[config.mk]
export PLATFORM = sky130hd
export DESIGN_NAME = systolic_input_feeder_flat
export DESIGN_NICKNAME = d
export VERILOG_FILES = /design/src/rtl/systolic_input_feeder_if.sv /design/src/rtl/systolic_input_feeder.sv /design/src/flat_wrapper.sv
export SDC_FILE = /design/constraint.sdc
export NUM_CORES = 1
export LEC_CHECK = 0
export BUFFER_PORTS_ARGS = -buffer_cell sky130_fd_sc_hd__buf_2
export CAP_MARGIN = 20
export CELL_PAD_IN_SITES_DETAIL_PLACEMENT = 1
export CELL_PAD_IN_SITES_GLOBAL_PLACEMENT = 2
export CORE_MARGIN = 2
export CORE_UTILIZATION = 31
export DETAILED_ROUTE_END_ITERATION = 8
export GPL_ROUTABILITY_DRIVEN = 0
export PLACE_DENSITY_LB_ADDON = 0.1
export REMOVE_ABC_BUFFERS = 1
export SLEW_MARGIN = 10
export SYNTH_ARGS = -nofsm -noshare
export SYNTH_HDL_FRONTEND = slang
export SYNTH_SLANG_ARGS = --single-unit
[constraint.sdc]
create_clock -name clk_i -period 5.83 [get_ports clk_i]
set_clock_uncertainty 0.1 [all_clocks]
set_input_delay 1.166 -clock clk_i [delete_from_list [all_inputs] [get_ports clk_i]]
set_output_delay 1.166 -clock clk_i [all_outputs]
set_load 0.01 [all_outputs]
[src/rtl/systolic_input_feeder_if.sv]
// Bus bundle between the operand-buffer feeder and its surroundings:
// start command, buffer read port, and the word stream toward the skew stage.
`ifndef WORD_WIDTH
`define WORD_WIDTH 64
`endif

interface systolic_input_feeder_if #(
    parameter int ADDR_WIDTH = 8
);
    logic                    start_i;
    logic [ADDR_WIDTH-1:0]   base_addr_i;
    logic [ADDR_WIDTH:0]     len_i;
    logic                    rd_en_o;
    logic [ADDR_WIDTH-1:0]   rd_addr_o;
    logic [`WORD_WIDTH-1:0]  rd_data_i;
    logic [`WORD_WIDTH-1:0]  word_o;
    logic                    en_o;
    logic                    busy_o;
    logic                    done_o;

    // Controller / environment side: issues commands, serves buffer reads.
    modport master (
        output start_i, base_addr_i, len_i, rd_data_i,
        input  rd_en_o, rd_addr_o, word_o, en_o, busy_o, done_o
    );

    // Feeder side.
    modport slave (
        input  start_i, base_addr_i, len_i, rd_data_i,
        output rd_en_o, rd_addr_o, word_o, en_o, busy_o, done_o
    );
endinterface

[src/rtl/systolic_input_feeder.sv]
// Streams a block of operand words from a synchronous-read buffer toward the
// skew stage, followed by FLUSH_LEN zero words that drain the skew registers.
`ifndef WORD_WIDTH
`define WORD_WIDTH 64
`endif

module systolic_input_feeder #(
    parameter int ADDR_WIDTH = 8,
    parameter int FLUSH_LEN  = 7
) (
    input  logic                    clk_i,
    input  logic                    rst_ni,
    systolic_input_feeder_if.slave  bus
);
    localparam int CNT_W = $clog2(FLUSH_LEN + 2);

    localparam logic [2:0] IDLE  = 3'd0;
    localparam logic [2:0] FETCH = 3'd1;
    localparam logic [2:0] DRAIN = 3'd2;
    localparam logic [2:0] FLUSH = 3'd3;
    localparam logic [2:0] DONE  = 3'd4;

    localparam logic [ADDR_WIDTH-1:0] ADDR_ONE   = ADDR_WIDTH'(1);
    localparam logic [ADDR_WIDTH:0]   LEN_ZERO   = {(ADDR_WIDTH+1){1'b0}};
    localparam logic [ADDR_WIDTH:0]   LEN_ONE    = (ADDR_WIDTH+1)'(1);
    localparam logic [CNT_W-1:0]      CNT_ZERO   = {CNT_W{1'b0}};
    localparam logic [CNT_W-1:0]      CNT_ONE    = CNT_W'(1);
    localparam logic [CNT_W-1:0]      FLUSH_LAST = CNT_W'(FLUSH_LEN);

    logic [2:0]              state_r;
    logic [ADDR_WIDTH-1:0]   addr_r;
    logic [ADDR_WIDTH:0]     remain_r;     // reads still to issue after the current one
    logic [CNT_W-1:0]        flush_cnt_r;
    logic                    rd_en_r;
    logic                    valid_r;      // rd_data_i carries a requested word this cycle
    logic                    en_r;
    logic                    busy_r;
    logic                    done_r;
    logic [`WORD_WIDTH-1:0]  word_r;
    logic                    flush_word_s;

    // A zero word is emitted on every FLUSH edge until FLUSH_LEN have gone out.
    always_comb begin
        flush_word_s = 1'b0;
        if ((state_r == FLUSH) && (flush_cnt_r != FLUSH_LAST)) begin
            flush_word_s = 1'b1;
        end else begin
            flush_word_s = 1'b0;
        end
    end

    // Transfer sequencing: command accept, read-address generation, flush count, completion.
    always_ff @(posedge clk_i or negedge rst_ni) begin
        if (!rst_ni) begin
            state_r     <= IDLE;
            addr_r      <= {ADDR_WIDTH{1'b0}};
            remain_r    <= LEN_ZERO;
            flush_cnt_r <= CNT_ZERO;
            rd_en_r     <= 1'b0;
            busy_r      <= 1'b0;
            done_r      <= 1'b0;
        end else begin
            case (state_r)
                IDLE: begin
                    if (bus.start_i) begin
                        busy_r <= 1'b1;
                        if (bus.len_i == LEN_ZERO) begin
                            // Empty block: report completion right away, no reads.
                            done_r  <= 1'b1;
                            state_r <= DONE;
                        end else begin
                            rd_en_r  <= 1'b1;
                            addr_r   <= bus.base_addr_i;
                            remain_r <= bus.len_i - LEN_ONE;
                            state_r  <= FETCH;
                        end
                    end
                end
                FETCH: begin
                    if (remain_r == LEN_ZERO) begin
                        rd_en_r <= 1'b0;
                        state_r <= DRAIN;
                    end else begin
                        // Address wraps naturally at the buffer size.
                        addr_r   <= addr_r + ADDR_ONE;
                        remain_r <= remain_r - LEN_ONE;
                    end
                end
                DRAIN: begin
                    // The last read's data is captured on this edge.
                    if (valid_r) begin
                        flush_cnt_r <= CNT_ZERO;
                        state_r     <= FLUSH;
                    end
                end
                FLUSH: begin
                    if (flush_cnt_r == FLUSH_LAST) begin
                        busy_r  <= 1'b0;
                        done_r  <= 1'b1;
                        state_r <= DONE;
                    end else begin
                        flush_cnt_r <= flush_cnt_r + CNT_ONE;
                    end
                end
                DONE: begin
                    // done_o is high for exactly this one cycle; start is not seen here.
                    busy_r  <= 1'b0;
                    done_r  <= 1'b0;
                    state_r <= IDLE;
                end
                default: begin
                    rd_en_r <= 1'b0;
                    busy_r  <= 1'b0;
                    done_r  <= 1'b0;
                    state_r <= IDLE;
                end
            endcase
        end
    end

    // Data path: valid pipe tracks read latency; word_o is zero whenever en_o is low.
    always_ff @(posedge clk_i or negedge rst_ni) begin
        if (!rst_ni) begin
            valid_r <= 1'b0;
            en_r    <= 1'b0;
            word_r  <= {`WORD_WIDTH{1'b0}};
        end else begin
            valid_r <= rd_en_r;
            if (valid_r) begin
                word_r <= bus.rd_data_i;
                en_r   <= 1'b1;
            end else if (flush_word_s) begin
                word_r <= {`WORD_WIDTH{1'b0}};
                en_r   <= 1'b1;
            end else begin
                word_r <= {`WORD_WIDTH{1'b0}};
                en_r   <= 1'b0;
            end
        end
    end

    assign bus.rd_en_o   = rd_en_r;
    assign bus.rd_addr_o = addr_r;
    assign bus.word_o    = word_r;
    assign bus.en_o      = en_r;
    assign bus.busy_o    = busy_r;
    assign bus.done_o    = done_r;

endmodule

[src/flat_wrapper.sv]
// flat-port wrapper written by rule: the top's interface ports become plain ports
module systolic_input_feeder_flat 
#(
    parameter int ADDR_WIDTH = 8,
    parameter int FLUSH_LEN  = 7
)
  (clk_i, rst_ni, bus_start_i, bus_base_addr_i, bus_len_i, bus_rd_data_i, bus_rd_en_o, bus_rd_addr_o, bus_word_o, bus_en_o, bus_busy_o, bus_done_o);
  systolic_input_feeder_if #(.ADDR_WIDTH(ADDR_WIDTH)) bus_i ();
  input  logic clk_i;
  input  logic rst_ni;
  input wire logic [$bits(bus_i.start_i)-1:0] bus_start_i;
  input wire logic [$bits(bus_i.base_addr_i)-1:0] bus_base_addr_i;
  input wire logic [$bits(bus_i.len_i)-1:0] bus_len_i;
  input wire logic [$bits(bus_i.rd_data_i)-1:0] bus_rd_data_i;
  output wire logic [$bits(bus_i.rd_en_o)-1:0] bus_rd_en_o;
  output wire logic [$bits(bus_i.rd_addr_o)-1:0] bus_rd_addr_o;
  output wire logic [$bits(bus_i.word_o)-1:0] bus_word_o;
  output wire logic [$bits(bus_i.en_o)-1:0] bus_en_o;
  output wire logic [$bits(bus_i.busy_o)-1:0] bus_busy_o;
  output wire logic [$bits(bus_i.done_o)-1:0] bus_done_o;
  assign bus_i.start_i = bus_start_i;
  assign bus_i.base_addr_i = bus_base_addr_i;
  assign bus_i.len_i = bus_len_i;
  assign bus_i.rd_data_i = bus_rd_data_i;
  assign bus_rd_en_o = bus_i.rd_en_o;
  assign bus_rd_addr_o = bus_i.rd_addr_o;
  assign bus_word_o = bus_i.word_o;
  assign bus_en_o = bus_i.en_o;
  assign bus_busy_o = bus_i.busy_o;
  assign bus_done_o = bus_i.done_o;
  systolic_input_feeder #(.ADDR_WIDTH(ADDR_WIDTH), .FLUSH_LEN(FLUSH_LEN)) u_core (.clk_i(clk_i), .rst_ni(rst_ni), .bus(bus_i));
endmodule
==> qor.csv, run 1 <==
stage;metric;value;unit
run_status;status;complete, no violations;
sta;setup_slack;2.71;ns
yosys;synth_edf_count;0;
routing;drt_iter0_markers;125;
cts;ctsRootBufferMaster;clkbuf_16;
routing;wire_per_inst;16.2;um
hold_path;hp-class;flop to flop;
run;maxCapViolCount;0;
sta;final.setup.tns;0;ns
global_routing;grt.total_usage;17.3;%
cts;cts_buffers;9;
global_routing;antenna_found_initial;0;
routing;ant_nets;0;
sta;min_period;3.12;ns
critical_path;worstPathArrival;3.22;ns
cts;cts_hold_buf;0;
cts;clkSlewWorstSetupHoldPaths;0.06;ns
critical_path;start_kind;flop;
hold_path;hold_depth;0;
routing;dr.pass1.iters;4;
routing;vias_per_cell;4.71;
finish;syn_to_final_growth;30.8;%
global_routing;grt_pass1_wl;17900;um
yosys;synth_top_area_share;59.8;%
cts;cts_setup_buffers;0;
sta;rsz0062_at_grt;false;
sta;max_clock_freq;321;MHz
finish;multi_input_area;1440;um2
cts;cts_sinks;93;
floorplanning;coreArea;12100;um2
sta;maxSlewViolCount;0;
pwr;leakage;2.51;nW
placement;dp_slack;2.72;ns
floorplanning;dieArea;13500;um2
finish;regArea;2330;um2
critical_path;crit_type;flop to flop;
global_routing;grt_max_degree;66;
cts;clockBufferDepth;2;
cts;cts_tree;done;
finish;drive_gt1_share;36.8;%
finish;fillers;1425;
floorplanning;die_w;116;um
yosys;synth.largest_area_cell;dfrtp_1;
cts;htree_num_levels;3;
routing;totalWireLength;10900;um
yosys;synthTopCellsByArea;dfrtp_1 (60%), and2_1 (11%), a21oi_1 (3.1%), o21ai_0 (3.1%), mux2i_1 (2.3%);
yosys;ys_warn_count;0;
global_routing;overflow;0;
finish;diodes;0;
floorplanning;start_util;32.1;%
floorplanning;io_pins;160;
finish;nets;588;
cts;cts_resized;0;
routing;drc_errors;0;
yosys;ys.flop_type;dfrtp_1;
sta;fin_crit_sh;53.4;%
placement;port_buffers;159;
yosys;async_flop_share;100;%
sta;max_slew_margin;37.4;%
critical_path;ff2ff_path_depth;7;
yosys;synth_cell_types;43;
sta;finalSetupViolCount;0;
cts;insertion_delay;0.34;ns
pwr;ir_drop;0.197;mV
critical_path;critPathMaxFanout;26;
global_routing;first_global_vias;3540;
yosys;synth.avg_cell_area;11.2;um2
sta;hold_violations;0;
yosys;ys_ff_latch;93;
yosys;postSynthCellCount;349;
critical_path;crit_required;5.94;ns
routing;vias;3172;
sta;tightest_slew;0.939;ns
floorplanning;rows;40;
placement;dp_hpwl;7890;um
critical_path;worstSetupEndpointType;flop;
pwr;powerDensity;498;nW/um2
floorplanning;fp.dieH;116;um
yosys;syn_area;3890;um2
yosys;yosysSeqAreaShare;59.8;%
==> registers in the layout, summed over array words and instances (netlist names), 3 cells and up <==
register	cells
u_core.flush_cnt_r	4
u_core.state_r	3
u_core.remain_r	9
u_core.bus.rd_addr_o	8
u_core.bus.word_o	64
==> worst max-delay path, cell delays in order (launching register included) <==
cell     delay [ns]
dfrtp_1        0.60
or3b_1         0.80
mux2i_1        0.32
ha_1           0.32
inv_1          0.16
o41a_2         0.45
o21ai_0        0.13
o21ai_0        0.10
==> synth_stat cells, types with 2 or more instances <==
library cell,number
nand2_1,17
nor3b_1,3
buf_6,4
nor4_1,4
nor2_1,12
a211oi_1,2
clkbuf_1,11
and2_1,66
inv_1,4
a31oi_1,6
nand3_1,11
o21ai_0,24
nor3_1,11
a311oi_1,2
nand2b_1,3
or3_1,6
dfrtp_1,93
mux2i_1,9
buf_2,6
ha_1,3
a21oi_1,24
nand3b_1,2
o22ai_1,2
o31ai_1,3
and3_1,2
a32oi_1,2
==> cells in the final DEF, fill, tap and decap left out, drive strengths merged, types with 2 or more instances in the layout <==
master	Yosys	layout
o21ai	24	24
a32oi	2	2
nor4	5	5
nand3	11	11
nand2	18	18
nand2b	3	3
nor3	11	11
or3	7	7
a311oi	2	2
o22ai	3	3
nor2	12	12
a211oi	2	2
nand3b	2	2
o31ai	3	3
clkbuf	11	12
ha	3	3
dfrtp	93	93
o41ai	2	2
a21oi	24	24
and2	66	66
nor3b	3	3
inv	4	4
buf	10	162
a31oi	6	6
clkinv	0	2
mux2i	9	9
and3	2	2
==> per-layer routing <==
metal  wire length (um)  global-route usage, %
met4                184                   6.90
met3               1230                   8.79
met2               4990                   26.9
met5                  0                      0
met1               4480                   20.6
==> logic make-up after synthesis <==
| group | synth area share, % |
|---|---|
| xor gates and xnor gates | 0.225 |
| AOI/OAI and AO/OA | 11.6 |
| muxes | 2.60 |
| buffers and inverters | 3.37 |
| DFF | 59.8 |
| and+or+nand+nor | 21.4 |
| adders and majority gates | 0.964 |
==> final cells by class <==
type / instances / share of cell area, %
tap: 168 / 4.13
sequential: 93 / 45.7
inverter: 4 / 0.295
clock buffer: 12 / 5.04
timing repair buffer: 162 / 16.1
clock inverter: 3 / 0.418
multi-input combinational: 231 / 28.3
==> metrics by stage <==
step / cell area, um2 / util, % / instances / power (mW) / hold slack (ns)
after global placement: 4810 / 39.7 / 658 / 1.99 / 0.328
after CTS: 5090 / 42.0 / 673 / 2.58 / 0.341
after floorplan: 3780 / - / 328 / 1.59 / 0.352
final: 5090 / 42.0 / 673 / 2.53 / 0.341
after global routing: 5090 / 42.0 / 673 / 2.74 / 0.366
after detailed placement: 4810 / 39.7 / 658 / 2.01 / 0.326
==> final timing paths <==
check | from | endpoint | slack, ns
min in group asynchronous | rst_ni | u_core.bus.rd_addr_o[6] | 0.71
min reg2reg | u_core.bus.rd_en_o | u_core.valid_r | 0.34
min | u_core.bus.rd_en_o | u_core.valid_r | 0.34
max in group asynchronous | rst_ni | u_core.bus.word_o[48] | 3.81
max | u_core.state_r[1] | u_core.remain_r[4] | 2.71
max reg2reg | u_core.state_r[1] | u_core.remain_r[4] | 2.71
==> where the power goes <==
group / internal [mW] / total (mW) / switching (mW)
Clock: 0.310 / 0.553 / 0.243
Combinational: 0.390 / 0.963 / 0.573
Sequential: 0.862 / 1.02 / 0.156
Note: power is estimated with default switching activity, not from simulation.
==> run 2: changes to the inputs <==
CORE_UTILIZATION = 29   (was 31)
clock period = 3 ns   (was 5.83 ns; I/O delays follow)
==> run 2 against run 1 <==
Clock power up 100%. Via count up 1.5%. Die area up 6.7%. Sequential share of layout area down 0.66 points. Combinational power up 100%. Count of clock-buffer cells in the layout down 1. Design area up 1.5%. Register-to-register slack worse by 2.4 ns. Power up 98%. Global-route usage down 0.75 points. Cell count up 2.2%. Critical path depth unchanged.
==> qor.csv, run 2 (synthesis gave the netlist of run 1 again) <==
stage;metric;value;unit;change
routing;route.met3.wl;850;um;was 1230 um
finish;nets;594;;was 588
floorplanning;dieArea;14400;um2;was 13,500 um2
sta;max_slew_margin;54.3;%;was 37.4%
pwr;p_clk_share;22.2;%;was 21.8%
placement;dp_hpwl;8360;um;was 7890 um
finish;largest_reg_flops;64;;unchanged
sta;finalSetupViolCount;0;;unchanged
pwr;seqPwrFrac;38.7;%;was 40.2%
global_routing;overflow;0;;unchanged
global_routing;antenna_found_initial;1;;was 0
global_routing;grt_pass1_wl;18400;um;was 17,900 um
sta;tightest_slew;0.686;ns;was 0.939 ns
pwr;leakage;2.54;nW;was 2.51 nW
routing;wl_met2;5570;um;was 4990 um
finish;layout_common_cells;buf_2 (158), dfrtp_1 (93), and2_1 (66), a21oi_1 (24), o21ai_0 (24);;unchanged
sta;hold_violations;0;;unchanged
critical_path;worstPathArrival;2.74;ns;was 3.22 ns
pwr;ir_drop;0.349;mV;was 0.197 mV
cts;cts_resized;0;;unchanged
global_routing;grt.total_usage;16.6;%;was 17.3%
routing;ant_nets;0;;unchanged
run;maxCapViolCount;0;;unchanged
sta;whs;0.193;ns;was 0.341 ns
cts;cts_setup_buffers;0;;unchanged
finish;design_area;5160;um2;was 5090 um2
pwr;power.switching;1.92;mW;was 972 uW
finish;syn_to_final_growth;32.7;%;was 30.8%
routing;highest_layer;met4;;unchanged
placement;port_buffers;159;;unchanged
sta;max_clock_freq;378;MHz;was 321 MHz
floorplanning;rows;42;;was 40
cts;cts_buffers;9;;unchanged
cts;clockBufferDepth;2;;unchanged
floorplanning;die_w;120;um;was 116 um
pwr;pwr-share-comb;39.1;%;was 38.0%
routing;vias;3218;;was 3,172
routing;totalWireLength;11300;um;was 10,900 um
floorplanning;coreArea;13200;um2;was 12,100 um2
hold_path;hp-class;primary input to asynchronous set/reset pin;;was flop to flop
floorplanning;start_util;29.5;%;was 32.1%
cts;cts_hold_buf;0;;unchanged
sta;maxSlewViolCount;0;;unchanged
critical_path;worstSetupEndpointType;flop;;unchanged
routing;drc_errors;0;;unchanged
cts;insertion_delay;0.34;ns;about the same
critical_path;start_kind;flop;;unchanged
critical_path;crit_slowest_cell;dfrtp_1;;was or3b_1
floorplanning;io_pins;160;;unchanged
finish;drive_gt1_share;37.4;%;was 36.8%
critical_path;crit_family;compound AO/OA/AOI/OAI gates;;was simple AND/OR/NAND/NOR gates
pwr;power.total;5.03;mW;was 2.53 mW
cts;ctsRootBufferMaster;clkbuf_16;;unchanged
critical_path;path_common_cell;o21ai_0;;unchanged
pwr;p_int;3.11;mW;was 1.56 mW
sta;fin_crit_sh;88.2;%;was 53.4%
routing;met1_length;4630;um;was 4480 um
pwr;switching_share;38.2;%;was 38.4%
routing;drt_iter0_markers;140;;was 125
cts;htree_num_levels;3;;unchanged
critical_path;crit_required;3.10;ns;was 5.94 ns
critical_path;crit_type;flop to flop;;unchanged
placement;post_dp_cell_area;4880;um2;was 4810 um2
run_status;status;complete, no violations;;unchanged
critical_path;critPathMaxFanout;12;;was 26
global_routing;first_global_vias;3476;;was 3,540
critical_path;crit_chain;or3b_1, mux2i_1, ha_1, inv_1, o41a_2, o21ai_0, o21ai_0;;unchanged
pwr;powerDensity;974;nW/um2;was 498 nW/um2
finish;final_common_cell;buf_2;;unchanged
routing;vias_per_cell;4.68;;was 4.71
routing;dr.pass1.iters;4;;unchanged
critical_path;path_buf_inv;1;;unchanged
routing;wire_per_inst;16.4;um;was 16.2 um
critical_path;slowest_delay;0.55;ns;was 0.80 ns
cts;cts_sinks;93;;unchanged
floorplanning;fp.dieH;120;um;was 116 um
cts;cts_tree;done;;unchanged
cts;clkSlewWorstSetupHoldPaths;0.07;ns;was 0.06 ns
sta;min_period;2.65;ns;was 3.12 ns
global_routing;grt_max_degree;49;;was 66
sta;rsz0062_at_grt;false;;unchanged
[run 2: routing by layer]
metal / up-vias / GRT usage [%]
li1: 1526 / -
met1: 1577 / 19.6
met2: 100 / 27.5
met3: 15 / 5.42
met4: 0 / 7.50
met5: - / 0
[run 2: worst paths after layout]
path	startpoint	end	slack (ns)	cells after the start
worst min-delay path	rst_ni	u_core.bus.word_o[0]	0.19	1
max in group asynchronous	rst_ni	u_core.bus.word_o[18]	1.94	2
worst min register to register	u_core.bus.rd_en_o	u_core.valid_r	0.37	0
worst max-delay path	u_core.state_r[0]	u_core.remain_r[4]	0.35	7
worst max register to register	u_core.state_r[0]	u_core.remain_r[4]	0.35	7
min in group clk_i	bus_rd_data_i[51]	u_core.bus.word_o[51]	0.37	2
[run 2: layout make-up]
| cell class | instances | area, um2 |
|---|---|---|
| Inverter | 4 | 15.0 |
| Sequential cell | 93 | 2330 |
| Multi-Input combinational cell | 231 | 1440 |
| Timing Repair Buffer | 168 | 878 |
| Tap cell | 176 | 220 |
| Clock buffer | 11 | 233 |
| Clock inverter | 4 | 50.0 |
| Antenna cell | 1 | 2.50 |
| Fill cell | 1522 | 8030 |
[run 2: through the flow]
| step | worst slack [ns] | TNS [ns] | cells | utilization [%] |
|---|---|---|---|---|
| final | 0.353 | 0 | 688 | 39.2 |
| after floorplan | -0.518 | -7.28 | 328 | - |
| after CTS | 0.342 | 0 | 687 | 39.1 |
| after detailed placement | 0.350 | 0 | 672 | 37.0 |
| after global placement | 0.463 | 0 | 672 | 37.0 |
| after global routing | 0.110 | 0 | 688 | 39.2 |
[run 2: power by group through the flow]
stage	Combinational [mW]	Sequential, mW	Clock [mW]
floorplan	0.941	2.15	0
CTS	2.02	1.95	1.16
global placement	1.97	1.96	0
finish	1.97	1.94	1.12
global route	2.21	2.01	1.21
detailed placement	2.01	1.97	0
[run 2: worst reg2reg max path, stage by stage (launching register included)]
cell     delay [ns]
dfrtp_1        0.55
or3b_1         0.47
mux2i_1        0.22
ha_1           0.31
inv_1          0.17
o41a_2         0.44
o21ai_0        0.13
o21ai_0        0.11
